==> config.mk <==
export PLATFORM = sky130hd
export DESIGN_NAME = pipe_hazard_scoreboard_flat
export DESIGN_NICKNAME = d
export VERILOG_FILES = /design/src/rtl/cpu_pipe_pkg.sv /design/src/rtl/pipe_hazard_scoreboard_if.sv /design/src/rtl/fwd_select.sv /design/src/rtl/pipe_hazard_scoreboard.sv /design/src/flat_wrapper.sv
export SDC_FILE = /design/constraint.sdc
export NUM_CORES = 1
export LEC_CHECK = 0
export ABC_AREA = 1
export CAP_MARGIN = 20
export CORE_MARGIN = 3
export CORE_UTILIZATION = 44
export CTS_CLUSTER_DIAMETER = 200
export DETAILED_ROUTE_END_ITERATION = 10
export PLACE_DENSITY_LB_ADDON = 0.08
export SETUP_SLACK_MARGIN = 0.15
export SYNTH_ARGS = -nofsm -noshare
export SYNTH_HDL_FRONTEND = slang
export SYNTH_SLANG_ARGS = --single-unit
==> constraint.sdc <==
create_clock -name CLOCK_50 -period 1.4 [get_ports CLOCK_50]
set_input_delay 0.35 -clock CLOCK_50 [delete_from_list [all_inputs] [get_ports CLOCK_50]]
set_output_delay 0.35 -clock CLOCK_50 [all_outputs]
set_load 0.02 [all_outputs]
==> src/rtl/cpu_pipe_pkg.sv <==
// Shared pipeline types for the hazard scoreboard.
// Entry layout, forward encoding and stage indices.
package cpu_pipe_pkg;

    localparam int SB_ADDR_W = 8;

    localparam int FWD_RF = 0;

    localparam int STG_EX  = 0;
    localparam int STG_MEM = 1;
    localparam int STG_WB  = 2;

    typedef struct packed {
        logic                 valid;
        logic                 we;
        logic                 is_load;
        logic [SB_ADDR_W-1:0] rd;
    } sb_entry_t;

endpackage

==> src/rtl/pipe_hazard_scoreboard_if.sv <==
// Decode-side bundle between the decoder and the hazard scoreboard.
// Stats ports exist only when HAZARD_STATS_EN is defined.
interface pipe_hazard_scoreboard_if #(
    parameter int ADDR_W = 5,
    parameter int STAGES = 3
);
    localparam int FWD_W = $clog2(STAGES + 1);

    logic              id_valid;
    logic [ADDR_W-1:0] id_rs1;
    logic [ADDR_W-1:0] id_rs2;
    logic              id_rs1_used;
    logic              id_rs2_used;
    logic [ADDR_W-1:0] id_rd;
    logic              id_rd_we;
    logic              id_is_load;
    logic              flush;
    logic              stall;
    logic              id_issue;
    logic [FWD_W-1:0]  fwd_a;
    logic [FWD_W-1:0]  fwd_b;
    logic [STAGES-1:0] stage_valid;
`ifdef HAZARD_STATS_EN
    logic [31:0]       stall_count;
    logic [31:0]       flush_count;
`endif

    modport master (
        output id_valid, id_rs1, id_rs2, id_rs1_used, id_rs2_used,
        output id_rd, id_rd_we, id_is_load, flush,
`ifdef HAZARD_STATS_EN
        input  stall_count, flush_count,
`endif
        input  stall, id_issue, fwd_a, fwd_b, stage_valid
    );

    modport slave (
        input  id_valid, id_rs1, id_rs2, id_rs1_used, id_rs2_used,
        input  id_rd, id_rd_we, id_is_load, flush,
`ifdef HAZARD_STATS_EN
        output stall_count, flush_count,
`endif
        output stall, id_issue, fwd_a, fwd_b, stage_valid
    );

endinterface

==> src/rtl/fwd_select.sv <==
// Per-operand forward source and load-use hazard detection.
// The youngest live matching entry decides; older ones are shadowed.
module fwd_select
    import cpu_pipe_pkg::*;
#(
    parameter int ADDR_W           = 5,
    parameter int STAGES           = 3,
    parameter int LOAD_READY_STAGE = 1,
    parameter int FWD_W            = 2
) (
    input  sb_entry_t [STAGES-1:0] entries,
    input  logic [ADDR_W-1:0]      rs,
    input  logic                   used,
    output logic [FWD_W-1:0]       fwd,
    output logic                   hazard
);

    // Scan oldest to youngest so the youngest match overwrites the result.
    always_comb begin
        fwd    = FWD_W'(FWD_RF);
        hazard = 1'b0;
        for (int s = STAGES - 1; s >= 0; s--) begin
            if (used && entries[s].valid && entries[s].we &&
                entries[s].rd != '0 &&
                entries[s].rd == SB_ADDR_W'(rs)) begin
                if (!entries[s].is_load || s >= LOAD_READY_STAGE) begin
                    fwd    = FWD_W'(s + 1);
                    hazard = 1'b0;
                end else begin
                    fwd    = FWD_W'(FWD_RF);
                    hazard = 1'b1;
                end
            end
        end
    end

endmodule

==> src/rtl/pipe_hazard_scoreboard.sv <==
// Scoreboard of in-flight destinations driving forwarding and stalls.
// Optional HAZARD_STATS_EN adds saturating stall/flush counters.
module pipe_hazard_scoreboard
    import cpu_pipe_pkg::*;
#(
    parameter int ADDR_W           = 5,
    parameter int STAGES           = 3,
    parameter int LOAD_READY_STAGE = 1
) (
    input  logic                     CLOCK_50,
    input  logic                     RESET_N,
    pipe_hazard_scoreboard_if.slave  bus
);

    localparam int FWD_W = $clog2(STAGES + 1);

    sb_entry_t [STAGES-1:0] sb_q;
    sb_entry_t              dec_entry;
    logic                   hazard_a;
    logic                   hazard_b;
    logic                   stall;
    logic                   id_issue;
    logic [FWD_W-1:0]       fwd_a;
    logic [FWD_W-1:0]       fwd_b;
    logic [STAGES-1:0]      stage_valid;

    fwd_select #(
        .ADDR_W           (ADDR_W),
        .STAGES           (STAGES),
        .LOAD_READY_STAGE (LOAD_READY_STAGE),
        .FWD_W            (FWD_W)
    ) u_fwd_a (
        .entries (sb_q),
        .rs      (bus.id_rs1),
        .used    (bus.id_rs1_used),
        .fwd     (fwd_a),
        .hazard  (hazard_a)
    );

    fwd_select #(
        .ADDR_W           (ADDR_W),
        .STAGES           (STAGES),
        .LOAD_READY_STAGE (LOAD_READY_STAGE),
        .FWD_W            (FWD_W)
    ) u_fwd_b (
        .entries (sb_q),
        .rs      (bus.id_rs2),
        .used    (bus.id_rs2_used),
        .fwd     (fwd_b),
        .hazard  (hazard_b)
    );

    // Issue control: a flush overrides any pending load-use stall.
    always_comb begin
        stall    = bus.id_valid && (hazard_a || hazard_b) && !bus.flush;
        id_issue = bus.id_valid && !stall && !bus.flush;
        dec_entry         = '0;
        dec_entry.valid   = 1'b1;
        dec_entry.we      = bus.id_rd_we;
        dec_entry.is_load = bus.id_is_load;
        dec_entry.rd      = SB_ADDR_W'(bus.id_rd);
        for (int s = 0; s < STAGES; s++) begin
            stage_valid[s] = sb_q[s].valid;
        end
    end

    // Advance the pipeline; a flush kills the EX entry on its way to MEM.
    always_ff @(posedge CLOCK_50 or negedge RESET_N) begin
        if (!RESET_N) begin
            sb_q <= '0;
        end else begin
            for (int s = STAGES - 1; s >= 1; s--) begin
                if (s == 1 && bus.flush) begin
                    sb_q[s] <= '0;
                end else begin
                    sb_q[s] <= sb_q[s-1];
                end
            end
            sb_q[0] <= id_issue ? dec_entry : '0;
        end
    end

    assign bus.stall       = stall;
    assign bus.id_issue    = id_issue;
    assign bus.fwd_a       = fwd_a;
    assign bus.fwd_b       = fwd_b;
    assign bus.stage_valid = stage_valid;

`ifdef HAZARD_STATS_EN
    logic [31:0] stall_cnt;
    logic [31:0] flush_cnt;

    // Saturating event counters for stall and flush cycles.
    always_ff @(posedge CLOCK_50 or negedge RESET_N) begin
        if (!RESET_N) begin
            stall_cnt <= '0;
            flush_cnt <= '0;
        end else begin
            if (stall && stall_cnt != '1) begin
                stall_cnt <= stall_cnt + 32'd1;
            end
            if (bus.flush && flush_cnt != '1) begin
                flush_cnt <= flush_cnt + 32'd1;
            end
        end
    end

    assign bus.stall_count = stall_cnt;
    assign bus.flush_count = flush_cnt;
`endif

endmodule
==> src/flat_wrapper.sv <==
// flat-port wrapper written by rule: the top's interface ports become plain ports
module pipe_hazard_scoreboard_flat import cpu_pipe_pkg::*;
#(
    parameter int ADDR_W           = 5,
    parameter int STAGES           = 3,
    parameter int LOAD_READY_STAGE = 1
)
  (CLOCK_50, RESET_N, bus_id_valid, bus_id_rs1, bus_id_rs2, bus_id_rs1_used, bus_id_rs2_used, bus_id_rd, bus_id_rd_we, bus_id_is_load, bus_flush, bus_stall, bus_id_issue, bus_fwd_a, bus_fwd_b, bus_stage_valid);
  pipe_hazard_scoreboard_if #(.ADDR_W(ADDR_W), .STAGES(STAGES)) bus_i ();
  input  logic CLOCK_50;
  input  logic RESET_N;
  input wire logic [$bits(bus_i.id_valid)-1:0] bus_id_valid;
  input wire logic [$bits(bus_i.id_rs1)-1:0] bus_id_rs1;
  input wire logic [$bits(bus_i.id_rs2)-1:0] bus_id_rs2;
  input wire logic [$bits(bus_i.id_rs1_used)-1:0] bus_id_rs1_used;
  input wire logic [$bits(bus_i.id_rs2_used)-1:0] bus_id_rs2_used;
  input wire logic [$bits(bus_i.id_rd)-1:0] bus_id_rd;
  input wire logic [$bits(bus_i.id_rd_we)-1:0] bus_id_rd_we;
  input wire logic [$bits(bus_i.id_is_load)-1:0] bus_id_is_load;
  input wire logic [$bits(bus_i.flush)-1:0] bus_flush;
  output wire logic [$bits(bus_i.stall)-1:0] bus_stall;
  output wire logic [$bits(bus_i.id_issue)-1:0] bus_id_issue;
  output wire logic [$bits(bus_i.fwd_a)-1:0] bus_fwd_a;
  output wire logic [$bits(bus_i.fwd_b)-1:0] bus_fwd_b;
  output wire logic [$bits(bus_i.stage_valid)-1:0] bus_stage_valid;
  assign bus_i.id_valid = bus_id_valid;
  assign bus_i.id_rs1 = bus_id_rs1;
  assign bus_i.id_rs2 = bus_id_rs2;
  assign bus_i.id_rs1_used = bus_id_rs1_used;
  assign bus_i.id_rs2_used = bus_id_rs2_used;
  assign bus_i.id_rd = bus_id_rd;
  assign bus_i.id_rd_we = bus_id_rd_we;
  assign bus_i.id_is_load = bus_id_is_load;
  assign bus_i.flush = bus_flush;
  assign bus_stall = bus_i.stall;
  assign bus_id_issue = bus_i.id_issue;
  assign bus_fwd_a = bus_i.fwd_a;
  assign bus_fwd_b = bus_i.fwd_b;
  assign bus_stage_valid = bus_i.stage_valid;
  pipe_hazard_scoreboard #(.ADDR_W(ADDR_W), .STAGES(STAGES), .LOAD_READY_STAGE(LOAD_READY_STAGE)) u_core (.CLOCK_50(CLOCK_50), .RESET_N(RESET_N), .bus(bus_i));
endmodule
==> Implementation_results.wiki <==
{| class="wikitable"
! Metric !! Value
|-
| Ratio of final minimum period to clock period || 1.47
|-
| Post-CTS Hold Buffers || 0
|-
| Setup WS post-layout || -0.661 ns
|-
| GRT Util Overall || 0.199
|-
| Final hold viol count || 0
|-
| Kind of path behind the tightest hold check || input pin to async pin
|-
| Starting DRC count in detailed routing || 44
|-
| Port buffer count || 31
|-
| Number of top-level design ports || 32
|-
| Count of final max-slew check failures || 0
|-
| Library cell used as clock root buffer || sky130_fd_sc_hd__clkbuf_4
|-
| Arrival @ worst endpoint || 1.71 ns
|-
| Total global routing overflow || 0
|-
| Maximum Capacitance Violations || 0
|-
| DR vias || 1226
|-
| First-pass GRT wire length || 5380 um
|-
| Post-Synthesis Net Count || 193
|-
| Largest net degree at the start of global routing || 23
|-
| Die span in y || just over 60 um
|-
| Synthesized cell area || approximately 1300 um^2
|-
| Mapped Cells || 170
|-
| Lkg Pwr || 1.02 nW
|-
| Antenna diode count || 0
|-
| Avg WL per Cell || 12.5 um
|-
| Number of global-route vias before repair || 1214
|-
| Die Area || 3730 um^2
|-
| Remaining DRCs || 0
|-
| Number of levels the H-tree was split into || 1
|-
| First-pass iteration count of the detailed router || 4
|-
| Type of the setup path with the least slack || flop to output port
|-
| Startpoint types || flop
|-
| Floorplan core area || ~2800 um^2
|-
| Starting density of the core || 0.472
|-
| CTS tree || built
|-
| Worst Tran Pin Value || 0.283 ns
|-
| Met2 routed wirelength || 1650 um
|-
| Count of final setup violators || 13
|-
| Fin Hold WS || 0.369 ns
|-
| Met3 layer wire length in the routed design || between 150 and 200 um
|-
| Fraction of final layout cells sized beyond drive strength 1 || 0.371
|-
| Maximum vdd drop || roughly 0.52 mV
|-
| Normalized max-slew margin || 0.811
|-
| Setup clock skew after layout || between 0.01 and 0.015 ns
|-
| Post-Route Setup TNS || -5.88 ns
|-
| Global placement routability congestion || 0.896
|-
| Achievable clock frequency || 0.485 GHz
|-
| Buffer depth of the longest clock path || 2
|-
| Max Used Layer || met4
|-
| Power density over cell area || 664 nW/um^2
|-
| Setup repair after global routing missed its margin || true
|-
| Num Clock Sinks || 22
|-
| Post-synthesis average cell area || 7.85 um^2
|-
| Remaining antenna violation count || 0
|-
| Syn-to-layout area delta || 52.6%
|-
| Status || complete, but fails checks
|-
| Worst skew pair latency || 0.31 ns
|-
| Required time worst endpoint || 1.05 ns
|-
| Endpoint type of the worst setup path || output port
|-
| Row count || 19
|-
| Failing checks || setup timing
|-
| Number of antenna violations at the first check in global routing || 0
|-
| Clock transition at the registers of the reported paths || 0.13 ns
|-
| Part of the Yosys area used for sequential elements || 0.412
|-
| Final net count || 253
|-
| Distinct cell type count after synthesis || 21
|-
| Number of warnings reported in the yosys synthesis log || 0
|-
| TritonCTS Buffers || 3
|-
| Die width || roughly 60 um
|-
| Metal1 wirelength || 1350 um
|-
| Shortest clock period the worst path allows after layout || slightly above 2 ns
|-
| Final WL || roughly 3300 um
|-
| Flop and latch count out of synthesis || 22
|-
| Maximum fanout along the worst path || 5
|-
| Sum of net half-perimeters after detailed placement || 2440 um
|-
| Vias per std cell || 4.72
|}
registers in the layout (all words and copies together) (netlist names):
name,count
u_core.bus.stage_valid,3
u_core.sb_q,19
worst max-delay path, stage by stage, from the launching register on:
cell and delay, ns:
sky130_fd_sc_hd__dfrtp_1 0.42, sky130_fd_sc_hd__inv_2 0.12, sky130_fd_sc_hd__nand3_2 0.10, sky130_fd_sc_hd__nor2_4 0.16, sky130_fd_sc_hd__nor2_2 0.06, sky130_fd_sc_hd__nand2_2 0.11
sky130_fd_sc_hd__buf_4 0.13, sky130_fd_sc_hd__nand3_2 0.07, sky130_fd_sc_hd__o21ai_2 0.08, sky130_fd_sc_hd__buf_6 0.14
stage by stage:
step                      area [um^2]  power [mW]   util  setup WS (ns)  instances
after floorplan                  1360       0.822      -        -0.0423        170
after global placement           1820       0.968  0.644          -1.22        247
after detailed placement         1820       0.973  0.644          -1.22        247
after CTS                        1930        1.33  0.681         -0.606        256
after global routing             2040        1.42  0.720         -0.736        260
final                            2040        1.35  0.720         -0.661        260
placed cells by master, fill, tap and decap left out, drive strengths merged:
master and n:
nand2 38, o21ai 1, dlygate4sd2 12, xor2 2, dfrtp 22, clkbuf 4, clkdlybuf4s50 10, a21oi 3
inv 29, buf 37, nand3 10, nor2 36, nor3 1, nand4 3, xnor2 20, o22ai 1
worst paths after layout:
check,start,to,slack [ns],cells past startpoint
setup / recovery,u_core.sb_q[2]$_DFF_PN0_,bus_fwd_b[0],-0.66,9
hold / removal,RESET_N,u_core.sb_q[4]$_DFF_PN0_,0.37,2
setup reg to reg,u_core.sb_q[2]$_DFF_PN0_,u_core.sb_q[0]$_DFF_PN0_,-0.32,12
hold reg to reg,u_core.sb_q[20]$_DFF_PN0_,u_core.sb_q[31]$_DFF_PN0_,0.40,0
max in group asynchronous,RESET_N,u_core.sb_q[0]$_DFF_PN0_,0.78,2
min in group CLOCK_50,u_core.sb_q[20]$_DFF_PN0_,u_core.sb_q[31]$_DFF_PN0_,0.40,0
cells in the mapped netlist:
cell type                 number  area, um^2
sky130_fd_sc_hd__buf_4         3        22.5
sky130_fd_sc_hd__nor2_2        9        56.3
sky130_fd_sc_hd__nand2_1      33         124
sky130_fd_sc_hd__buf_2         1        5.00
sky130_fd_sc_hd__a21oi_1       3        15.0
sky130_fd_sc_hd__o22ai_1       1        6.26
sky130_fd_sc_hd__dfrtp_1      22         551
sky130_fd_sc_hd__nand2_2       3        18.8
sky130_fd_sc_hd__nand4_1       3        18.8
sky130_fd_sc_hd__nor2_1       25        93.8
sky130_fd_sc_hd__nor2_8        1        20.0
sky130_fd_sc_hd__inv_1        25        93.8
sky130_fd_sc_hd__nand2_8       1        20.0
sky130_fd_sc_hd__nor2_4        1        11.3
sky130_fd_sc_hd__xnor2_1      20         175
sky130_fd_sc_hd__inv_2         4        15.0
sky130_fd_sc_hd__xor2_1        2        17.5
sky130_fd_sc_hd__o21ai_0       1        5.00
sky130_fd_sc_hd__nand3_1      10        50.1
sky130_fd_sc_hd__nand2_4       1        11.3
sky130_fd_sc_hd__nor3_1        1        5.00
per-layer routing:
layer / track usage / vias up
met5: 0 / -
met4: 0.0743 / 0
met3: 0.0252 / 6
met2: 0.347 / 38
met1: 0.250 / 558
li1: - / 624
cell type report:
cell class                 instances  area (um^2)
fill                             233          792
multi-input combinational        115          752
sequential                        22          552
timing repair buffer              59          544
inverter                          29          114
tap                               31         38.8
clock buffer                       4         36.3
power by group:
| part | internal (mW) | total (mW) | switching, mW |
|---|---|---|---|
| combinational | 0.166 | 0.324 | 0.158 |
| clock | 0.159 | 0.353 | 0.194 |
| sequential | 0.656 | 0.675 | 0.0190 |
| total | 0.980 | 1.35 | 0.371 |
timing repair:
action | 4_1_cts | 5_1_grt
cloned | 0 | 0
setup endpoints to repair | 17 | 17
setup buffers | 5 | 4
resized for setup | 79 | 18
pin swaps | 15 | 9
cell families (layout without fill, tap and decap cells):
kind of cell | Yosys count | in the layout | synth area share
xor gates and xnor gates | 22 | 22 | 0.144
DFF | 22 | 22 | 0.412
and+or+nand+nor | 88 | 88 | 0.321
buffers and inverters | 33 | 92 | 0.102
AOI/OAI and AO/OA | 5 | 5 | 0.0197
Power figures use the tool's default switching activity.
